$ cat src/rtl/trace_buffer_pkg.sv
// -----------------------------------------------------------------------------
// trace_buffer_pkg
//   Shared definitions for the instruction trace buffer:
//   - field widths of one trace entry (PC, IR, ALU value)
//   - the two-state mode enum (CAPTURE / FROZEN)
//   - the ControlUnit decode-state encoding used as the default capture trigger
//   - entry_t packed struct and a helper that assembles an entry
// -----------------------------------------------------------------------------
package trace_buffer_pkg;

  localparam int PC_W    = 8;
  localparam int IR_W    = 16;
  localparam int ALU_W   = 16;
  localparam int STATE_W = 8;
  localparam int ENTRY_W = PC_W + IR_W + ALU_W;

  // ControlUnit encoding of the decode state; entering it marks a new instruction.
  localparam logic [STATE_W-1:0] CU_STATE_DECODE = 8'h01;

  typedef enum logic [0:0] {
    MODE_CAPTURE = 1'b0,
    MODE_FROZEN  = 1'b1
  } mode_e;

  // Field order matches the 40-bit entry layout {PC, IR, ALU}.
  typedef struct packed {
    logic [PC_W-1:0]  pc;
    logic [IR_W-1:0]  ir;
    logic [ALU_W-1:0] alu;
  } entry_t;

  function automatic entry_t make_entry(
    input logic [PC_W-1:0]  pc,
    input logic [IR_W-1:0]  ir,
    input logic [ALU_W-1:0] alu
  );
    entry_t e;
    e.pc  = pc;
    e.ir  = ir;
    e.alu = alu;
    return e;
  endfunction

endpackage

$ cat src/rtl/trace_buffer_ram.sv
// -----------------------------------------------------------------------------
// trace_ram
//   DEPTH x 40-bit simple dual-port RAM holding the trace entries.
//   Ports:
//     clk      - system clock
//     reset    - synchronous active-high reset (clears the read register only)
//     wr_en    - write strobe, wr_data stored at wr_addr on the rising edge
//     wr_addr  - write address
//     wr_data  - entry to store
//     rd_en    - read strobe; when low the read register is forced to zero so
//                the trace outputs read as zero outside an active readout
//     rd_addr  - read address
//     rd_data  - registered read data (1-cycle latency)
//   The storage array itself is never reset; only entries written since the
//   last clear are ever read back.
// -----------------------------------------------------------------------------
module trace_ram
  import trace_buffer_pkg::*;
#(
  parameter int DEPTH = 16,
  parameter int AW    = 4
) (
  input  logic          clk,
  input  logic          reset,
  input  logic          wr_en,
  input  logic [AW-1:0] wr_addr,
  input  entry_t        wr_data,
  input  logic          rd_en,
  input  logic [AW-1:0] rd_addr,
  output entry_t        rd_data
);

  entry_t mem_r [DEPTH];
  entry_t rd_data_r;

  // Synchronous write port.
  always_ff @(posedge clk) begin
    if (wr_en) begin
      mem_r[wr_addr] <= wr_data;
    end
  end

  // Registered read port; zero when no read is requested.
  always_ff @(posedge clk) begin
    if (reset) begin
      rd_data_r <= entry_t'({ENTRY_W{1'b0}});
    end else if (rd_en) begin
      rd_data_r <= mem_r[rd_addr];
    end else begin
      rd_data_r <= entry_t'({ENTRY_W{1'b0}});
    end
  end

  assign rd_data = rd_data_r;

endmodule

$ cat src/rtl/trace_buffer.sv
// -----------------------------------------------------------------------------
// trace_buffer
//   Records one {PC, IR, ALU} entry per executed instruction (each entry into
//   CAPTURE_STATE) into a circular buffer. A Freeze pulse stops recording; the
//   buffer can then be stepped through oldest-to-newest for display/debug.
//   Arm clears the buffer and resumes recording. Never drives the processor.
//   Ports:
//     Clk, Reset          - clock, synchronous active-high reset
//     State               - processor current state
//     PC_In, IR_In, ALU_In- processor debug outputs sampled on a capture
//     Freeze, Arm         - one-cycle pulses: stop capture / clear and resume
//     Rd_Next, Rd_Rewind  - one-cycle pulses: step / return to oldest entry
//     Trace_PC/IR/ALU     - entry at the read pointer (1-cycle read latency)
//     Rd_Valid            - Trace_* hold a valid entry
//     Count               - number of valid entries (0..DEPTH)
//     Wrapped             - at least one entry has been overwritten
//     Capturing           - block is in CAPTURE mode
// -----------------------------------------------------------------------------
module trace_buffer
  import trace_buffer_pkg::*;
#(
  parameter int                 DEPTH         = 16,
  parameter int                 AW            = 4,
  parameter logic [STATE_W-1:0] CAPTURE_STATE = CU_STATE_DECODE,
  parameter bit                 STOP_ON_FULL  = 1'b0
) (
  input  logic               Clk,
  input  logic               Reset,
  input  logic [STATE_W-1:0] State,
  input  logic [PC_W-1:0]    PC_In,
  input  logic [IR_W-1:0]    IR_In,
  input  logic [ALU_W-1:0]   ALU_In,
  input  logic               Freeze,
  input  logic               Arm,
  input  logic               Rd_Next,
  input  logic               Rd_Rewind,
  output logic [PC_W-1:0]    Trace_PC,
  output logic [IR_W-1:0]    Trace_IR,
  output logic [ALU_W-1:0]   Trace_ALU,
  output logic               Rd_Valid,
  output logic [AW:0]        Count,
  output logic               Wrapped,
  output logic               Capturing
);

  localparam logic [AW-1:0] PTR_ZERO  = {AW{1'b0}};
  localparam logic [AW-1:0] PTR_ONE   = AW'(1);
  localparam logic [AW:0]   CNT_ZERO  = {(AW+1){1'b0}};
  localparam logic [AW:0]   CNT_ONE   = (AW+1)'(1);
  localparam logic [AW:0]   CNT_FULL  = (AW+1)'(DEPTH);

  mode_e              mode_r;
  mode_e              mode_nxt_s;

  logic [STATE_W-1:0] prev_state_r;
  logic [AW-1:0]      wr_ptr_r;
  logic [AW-1:0]      rd_ptr_r;
  logic [AW:0]        count_r;
  logic               wrapped_r;
  logic               capturing_r;
  logic               rd_valid_r;

  logic               capture_event_s;
  logic               wr_en_s;
  logic               clear_s;
  logic               rd_en_s;
  logic               enter_frozen_s;

  logic [AW-1:0]      base_wr_ptr_s;
  logic [AW:0]        base_count_s;
  logic               base_wrapped_s;
  logic               full_s;
  logic [AW-1:0]      wr_ptr_nxt_s;
  logic [AW:0]        count_nxt_s;
  logic               wrapped_nxt_s;

  logic [AW-1:0]      oldest_cur_s;
  logic [AW-1:0]      oldest_nxt_s;
  logic [AW-1:0]      newest_s;
  logic [AW-1:0]      rd_ptr_nxt_s;

  entry_t             wr_entry_s;
  entry_t             rd_entry_s;

  // Rising-edge detect on the decode state: one capture per entry, however
  // long the processor dwells there.
  assign capture_event_s = (State == CAPTURE_STATE) && (prev_state_r != CAPTURE_STATE);

  assign wr_entry_s = make_entry(PC_In, IR_In, ALU_In);

  // Mode state register.
  always_ff @(posedge Clk) begin
    if (Reset) begin
      mode_r <= MODE_CAPTURE;
    end else begin
      mode_r <= mode_nxt_s;
    end
  end

  // Mode next-state logic. A write that fills the buffer freezes it when
  // STOP_ON_FULL is set; the write itself still completes.
  always_comb begin
    mode_nxt_s = mode_r;
    case (mode_r)
      MODE_CAPTURE: begin
        if (Freeze) begin
          mode_nxt_s = MODE_FROZEN;
        end else if (STOP_ON_FULL && wr_en_s && (count_nxt_s == CNT_FULL)) begin
          mode_nxt_s = MODE_FROZEN;
        end else begin
          mode_nxt_s = MODE_CAPTURE;
        end
      end
      MODE_FROZEN: begin
        if (Arm) begin
          mode_nxt_s = MODE_CAPTURE;
        end else begin
          mode_nxt_s = MODE_FROZEN;
        end
      end
      default: begin
        mode_nxt_s = MODE_CAPTURE;
      end
    endcase
  end

  // Mode output decode: write, clear and read strobes.
  always_comb begin
    wr_en_s = 1'b0;
    clear_s = 1'b0;
    rd_en_s = 1'b0;
    case (mode_r)
      MODE_CAPTURE: begin
        clear_s = Arm;
        wr_en_s = capture_event_s;
        rd_en_s = 1'b0;
      end
      MODE_FROZEN: begin
        clear_s = Arm;
        wr_en_s = 1'b0;
        // Read only while staying frozen with data present, so Trace_* fall
        // to zero on the edge that re-arms.
        rd_en_s = !Arm && (count_r != CNT_ZERO);
      end
      default: begin
        clear_s = 1'b1;
        wr_en_s = 1'b0;
        rd_en_s = 1'b0;
      end
    endcase
  end

  assign enter_frozen_s = (mode_r == MODE_CAPTURE) && (mode_nxt_s == MODE_FROZEN);

  // Write pointer / count / wrap next values. Arm clears first, so a capture
  // in the same cycle lands at address 0 with a count of one.
  always_comb begin
    base_wr_ptr_s  = clear_s ? PTR_ZERO : wr_ptr_r;
    base_count_s   = clear_s ? CNT_ZERO : count_r;
    base_wrapped_s = clear_s ? 1'b0     : wrapped_r;
    full_s         = (base_count_s == CNT_FULL);
    if (wr_en_s) begin
      wr_ptr_nxt_s  = base_wr_ptr_s + PTR_ONE;
      count_nxt_s   = full_s ? CNT_FULL : (base_count_s + CNT_ONE);
      wrapped_nxt_s = base_wrapped_s | full_s;
    end else begin
      wr_ptr_nxt_s  = base_wr_ptr_s;
      count_nxt_s   = base_count_s;
      wrapped_nxt_s = base_wrapped_s;
    end
  end

  // Read pointer next value. On freeze entry the oldest entry is computed from
  // post-write values so a capture in the freeze cycle is included.
  always_comb begin
    oldest_cur_s = wrapped_r ? wr_ptr_r : PTR_ZERO;
    oldest_nxt_s = wrapped_nxt_s ? wr_ptr_nxt_s : PTR_ZERO;
    newest_s     = wr_ptr_r - PTR_ONE;
    if (enter_frozen_s) begin
      rd_ptr_nxt_s = oldest_nxt_s;
    end else if (clear_s) begin
      rd_ptr_nxt_s = PTR_ZERO;
    end else if ((mode_r == MODE_FROZEN) && Rd_Rewind) begin
      rd_ptr_nxt_s = oldest_cur_s;
    end else if ((mode_r == MODE_FROZEN) && Rd_Next && (count_r != CNT_ZERO) &&
                 (rd_ptr_r != newest_s)) begin
      rd_ptr_nxt_s = rd_ptr_r + PTR_ONE;
    end else begin
      rd_ptr_nxt_s = rd_ptr_r;
    end
  end

  // Pointer, counter and status registers.
  always_ff @(posedge Clk) begin
    if (Reset) begin
      prev_state_r <= ~CAPTURE_STATE;
      wr_ptr_r     <= PTR_ZERO;
      rd_ptr_r     <= PTR_ZERO;
      count_r      <= CNT_ZERO;
      wrapped_r    <= 1'b0;
      capturing_r  <= 1'b1;
      rd_valid_r   <= 1'b0;
    end else begin
      prev_state_r <= State;
      wr_ptr_r     <= wr_ptr_nxt_s;
      rd_ptr_r     <= rd_ptr_nxt_s;
      count_r      <= count_nxt_s;
      wrapped_r    <= wrapped_nxt_s;
      capturing_r  <= (mode_nxt_s == MODE_CAPTURE);
      // Tracks the read register: valid exactly when a read was issued.
      rd_valid_r   <= rd_en_s;
    end
  end

  trace_ram #(
    .DEPTH (DEPTH),
    .AW    (AW)
  ) u_trace_ram (
    .clk     (Clk),
    .reset   (Reset),
    .wr_en   (wr_en_s),
    .wr_addr (base_wr_ptr_s),
    .wr_data (wr_entry_s),
    .rd_en   (rd_en_s),
    .rd_addr (rd_ptr_r),
    .rd_data (rd_entry_s)
  );

  assign Trace_PC  = rd_entry_s.pc;
  assign Trace_IR  = rd_entry_s.ir;
  assign Trace_ALU = rd_entry_s.alu;
  assign Rd_Valid  = rd_valid_r;
  assign Count     = count_r;
  assign Wrapped   = wrapped_r;
  assign Capturing = capturing_r;

endmodule
$ cat config.mk
export PLATFORM = sky130hd
export DESIGN_NAME = trace_buffer
export DESIGN_NICKNAME = d
export VERILOG_FILES = /design/src/rtl/trace_buffer_pkg.sv /design/src/rtl/trace_buffer_ram.sv /design/src/rtl/trace_buffer.sv
export SDC_FILE = /design/constraint.sdc
export NUM_CORES = 1
export LEC_CHECK = 0
export BUFFER_PORTS_ARGS = -buffer_cell sky130_fd_sc_hd__buf_2
export CAP_MARGIN = 15
export CORE_ASPECT_RATIO = 1.5
export CORE_UTILIZATION = 58
export CTS_BUF_LIST = sky130_fd_sc_hd__clkbuf_8
export DETAILED_ROUTE_END_ITERATION = 12
export GPL_TIMING_DRIVEN = 0
export PLACE_DENSITY = 0.8
export SLEW_MARGIN = 10
export SYNTH_ARGS = -nofsm -noshare
export SYNTH_HDL_FRONTEND = slang
export SYNTH_SLANG_ARGS = --single-unit
$ cat constraint.sdc
create_clock -name Clk -period 7.18 [get_ports Clk]
set_input_delay 1.077 -clock Clk [delete_from_list [all_inputs] [get_ports Clk]]
set_output_delay 1.077 -clock Clk [all_outputs]
set_load 0.02 [all_outputs]
==> flow_summary.toml <==
[clock_tree]
clk_latency_ns = 0.65
htreeDepth = 3
post_cts_buffers = 0
cts_resized = 0
cts_tree = "built"
cts_num_sinks = 705
path_clk_slew_ns = 0.07
cts-root-buf = "clkbuf_8"
holdBufCountCts = 0
cts.path.max_buffers = 3
numCtsBuffers = 93

[setup_path]
crit_slowest_cell = "nor3_2"
path_delay_family = "simple AND/OR/NAND/NOR gates"
path_cells = "buf_2 > nor4_2 > nand3_2 > nor2_1 > buf_2 > nand2_1 > nor3_2 > buf_6 > buf_4 > buf_4 > buf_6"
crit_buf_inv = 6
cp_max_fo = 10
cp-start-kind = "input port"
worstPathRequired_ns = 7.53
crit_type = "input port to flip-flop"
cpPeakStageDelay_ns = 0.51
cp-end-kind = "flip-flop"
critical_path_arrival_ns = 3.98

[sta]
skew_ns = 0.0240
finalCriticalPeriod_ns = 3.63
setup_slack_ns = 3.55
worst_slew_pin_slew_ns = 1.01
grt_setup_unrepaired = "no"
finalSetupViolations = 0
finalMaxSlewViolations = 0
max_freq_mhz = 275
relSlewSlack_pct = 32.6
hold_viol_final = 0
period_share_pct = 50.6

[logic_synthesis]
syn_nets = 1219
async_flop_share_pct = 0
ys_warn_count = 0
synth_top_flop_cell = "edfxtp_1"
syn_inst = 1157
ys_types = 45
ys_ff_latch = 705
synth_edf_count = 640
avgSynthCellArea_um2 = 23.0
netlist_area_mm2 = 0.0266
yosysSeqAreaShare_pct = 77.1

[detailed_routing]
wl_um = 58900
drtIter0Drc = 1688
vias = 13000
wire_per_inst_um = 28.8
post_drt_via_cell_ratio = 6.33
dr.pass1.iters = 6
drc = 0
ant_nets = 0

[grt]
grt_pass1_vias = 13600
antenna_found_initial = 7
grt_max_degree = 41
grt_overflow = 0
grt_pass1_wl_um = 85200
gr-usage-all-layers_pct = 26.0

[floorplanning]
fp.dieArea_mm2 = 0.0467
core_area_mm2 = 0.0450
initial_core_util_pct = 59.1
chipWidth_um = 177
die_h_um = 264
ios = 102
row_count = 95

[placement]
place_congestion = 0.835
hpwl_um = 34800
dp_slack_ns = 2.92
numPortBuffers = 100

[power]
vdd_drop_max_v = 0.000136
leakage_nw = 9.73
total_power_mw = 7.69
powerDensity_mw_per_mm2 = 256

[finish]
final_util_pct = 66.8
num-nets-final = 1448
drive_gt1_share_pct = 34.2
nFillCells = 2684
mostFrequentLayoutCells = "640 x edfxtp_1, 192 x mux4_2, 112 x buf_2, 102 x clkbuf_8, 65 x dfxtp_1"
area_growth_pct = 13.1
final_common_cell = "edfxtp_1"

[job]
drv_cap = 0

[status]
status = "completed"

[min_path]
min_path_type = "flip-flop to flip-flop"
-- cells in the mapped netlist (all sizes together), types with 11 or more instances --
cell type | instances | area, um2
nor3 | 12 | 60.1
and3 | 11 | 68.8
mux4 | 200 | 4530
buf | 33 | 250
inv | 12 | 45.0
dfxtp | 65 | 1300
clkbuf | 26 | 97.6
nor2b | 43 | 269
edfxtp | 640 | 19200
nor2 | 11 | 41.3
nand2 | 23 | 86.3
-- stage by stage --
stage          instances  instance area, um2  hold WS, ns  TNS (ns)
6_report            2048               30100        0.615         0
3_3_place_gp        1839               27800        0.564   -439.97
3_5_place_dp        1873               28300        0.593         0
5_1_grt             2048               30100        0.617         0
4_1_cts             2046               30100        0.603         0
2_1_floorplan       1157               26600        0.543         0
-- final timing paths --
| kind | from | end | slack (ns) | depth (start not counted) |
|---|---|---|---|---|
| min reg2reg | Count[3]$_SDFF_PP0_ | Count[3]$_SDFF_PP0_ | 0.61 | 2 |
| min | Count[3]$_SDFF_PP0_ | Count[3]$_SDFF_PP0_ | 0.61 | 2 |
| max reg2reg | mode_r$_SDFF_PP0_ | u_trace_ram.mem_r[5][14]$_DFFE_PP_ | 3.67 | 10 |
| max | State[2] | u_trace_ram.mem_r[5][14]$_DFFE_PP_ | 3.55 | 11 |
-- final cells by class --
class / instances / area, um2 / area share [%]
multi-input cells: 381 / 5780 / 19.2
inverters: 12 / 45.0 / 0.150
well taps: 582 / 728 / 2.42
flip-flops and latches: 705 / 20500 / 68.2
diodes: 2 / 5.00 / 0.0166
clock buffers: 102 / 1400 / 4.67
repair buffers: 134 / 903 / 3.00
plain buffers: 59 / 348 / 1.16
clock inverters: 71 / 350 / 1.16
-- per-layer routing --
metal	share of wire [%]	routed length (um)	track usage, %
met3	7.7	4550	4.91
met5	0.078	46	0
met1	37	21600	32.7
met4	3.3	1940	10.6
met2	52	30800	44.4
-- power breakdown --
group          switching (mW)  leakage [nW]  total [mW]  internal (mW)
clock network            1.42          1.04        2.80           1.38
logic                   0.216          2.42       0.417          0.201
registers             0.00289          6.28        4.48           4.47
total                    1.63          9.73        7.69           6.06
-- tightest hold or removal path, stage by stage (launching register included) --
cell and delay, ns:
dfxtp_1 0.35, xnor2_1 0.17, nor3_1 0.05
-- state kept, by name, summed over array words and instances (netlist names) --
name / count
Rd_Valid: 1
prev_state_r: 8
rd_ptr_r: 4
u_trace_ram.mem_r: 640
Capturing: 1
Wrapped: 1
wr_ptr_r: 4
mode_r: 1
Count: 5
u_trace_ram.rd_data: 40
-- cell families (layout without fill, tap and decap cells) --
kind of cell,count (synthesis),count (layout),synth area share (%)
fa+ha+maj,8,8,0.376
mux,200,200,17.0
simple gates,134,134,2.84
flops,705,705,77.1
other cells,0,2,0
compound gates,29,29,0.800
buf+inv,71,378,1.48
xor+xnor,10,10,0.329
(Power assumes the default switching activity.)
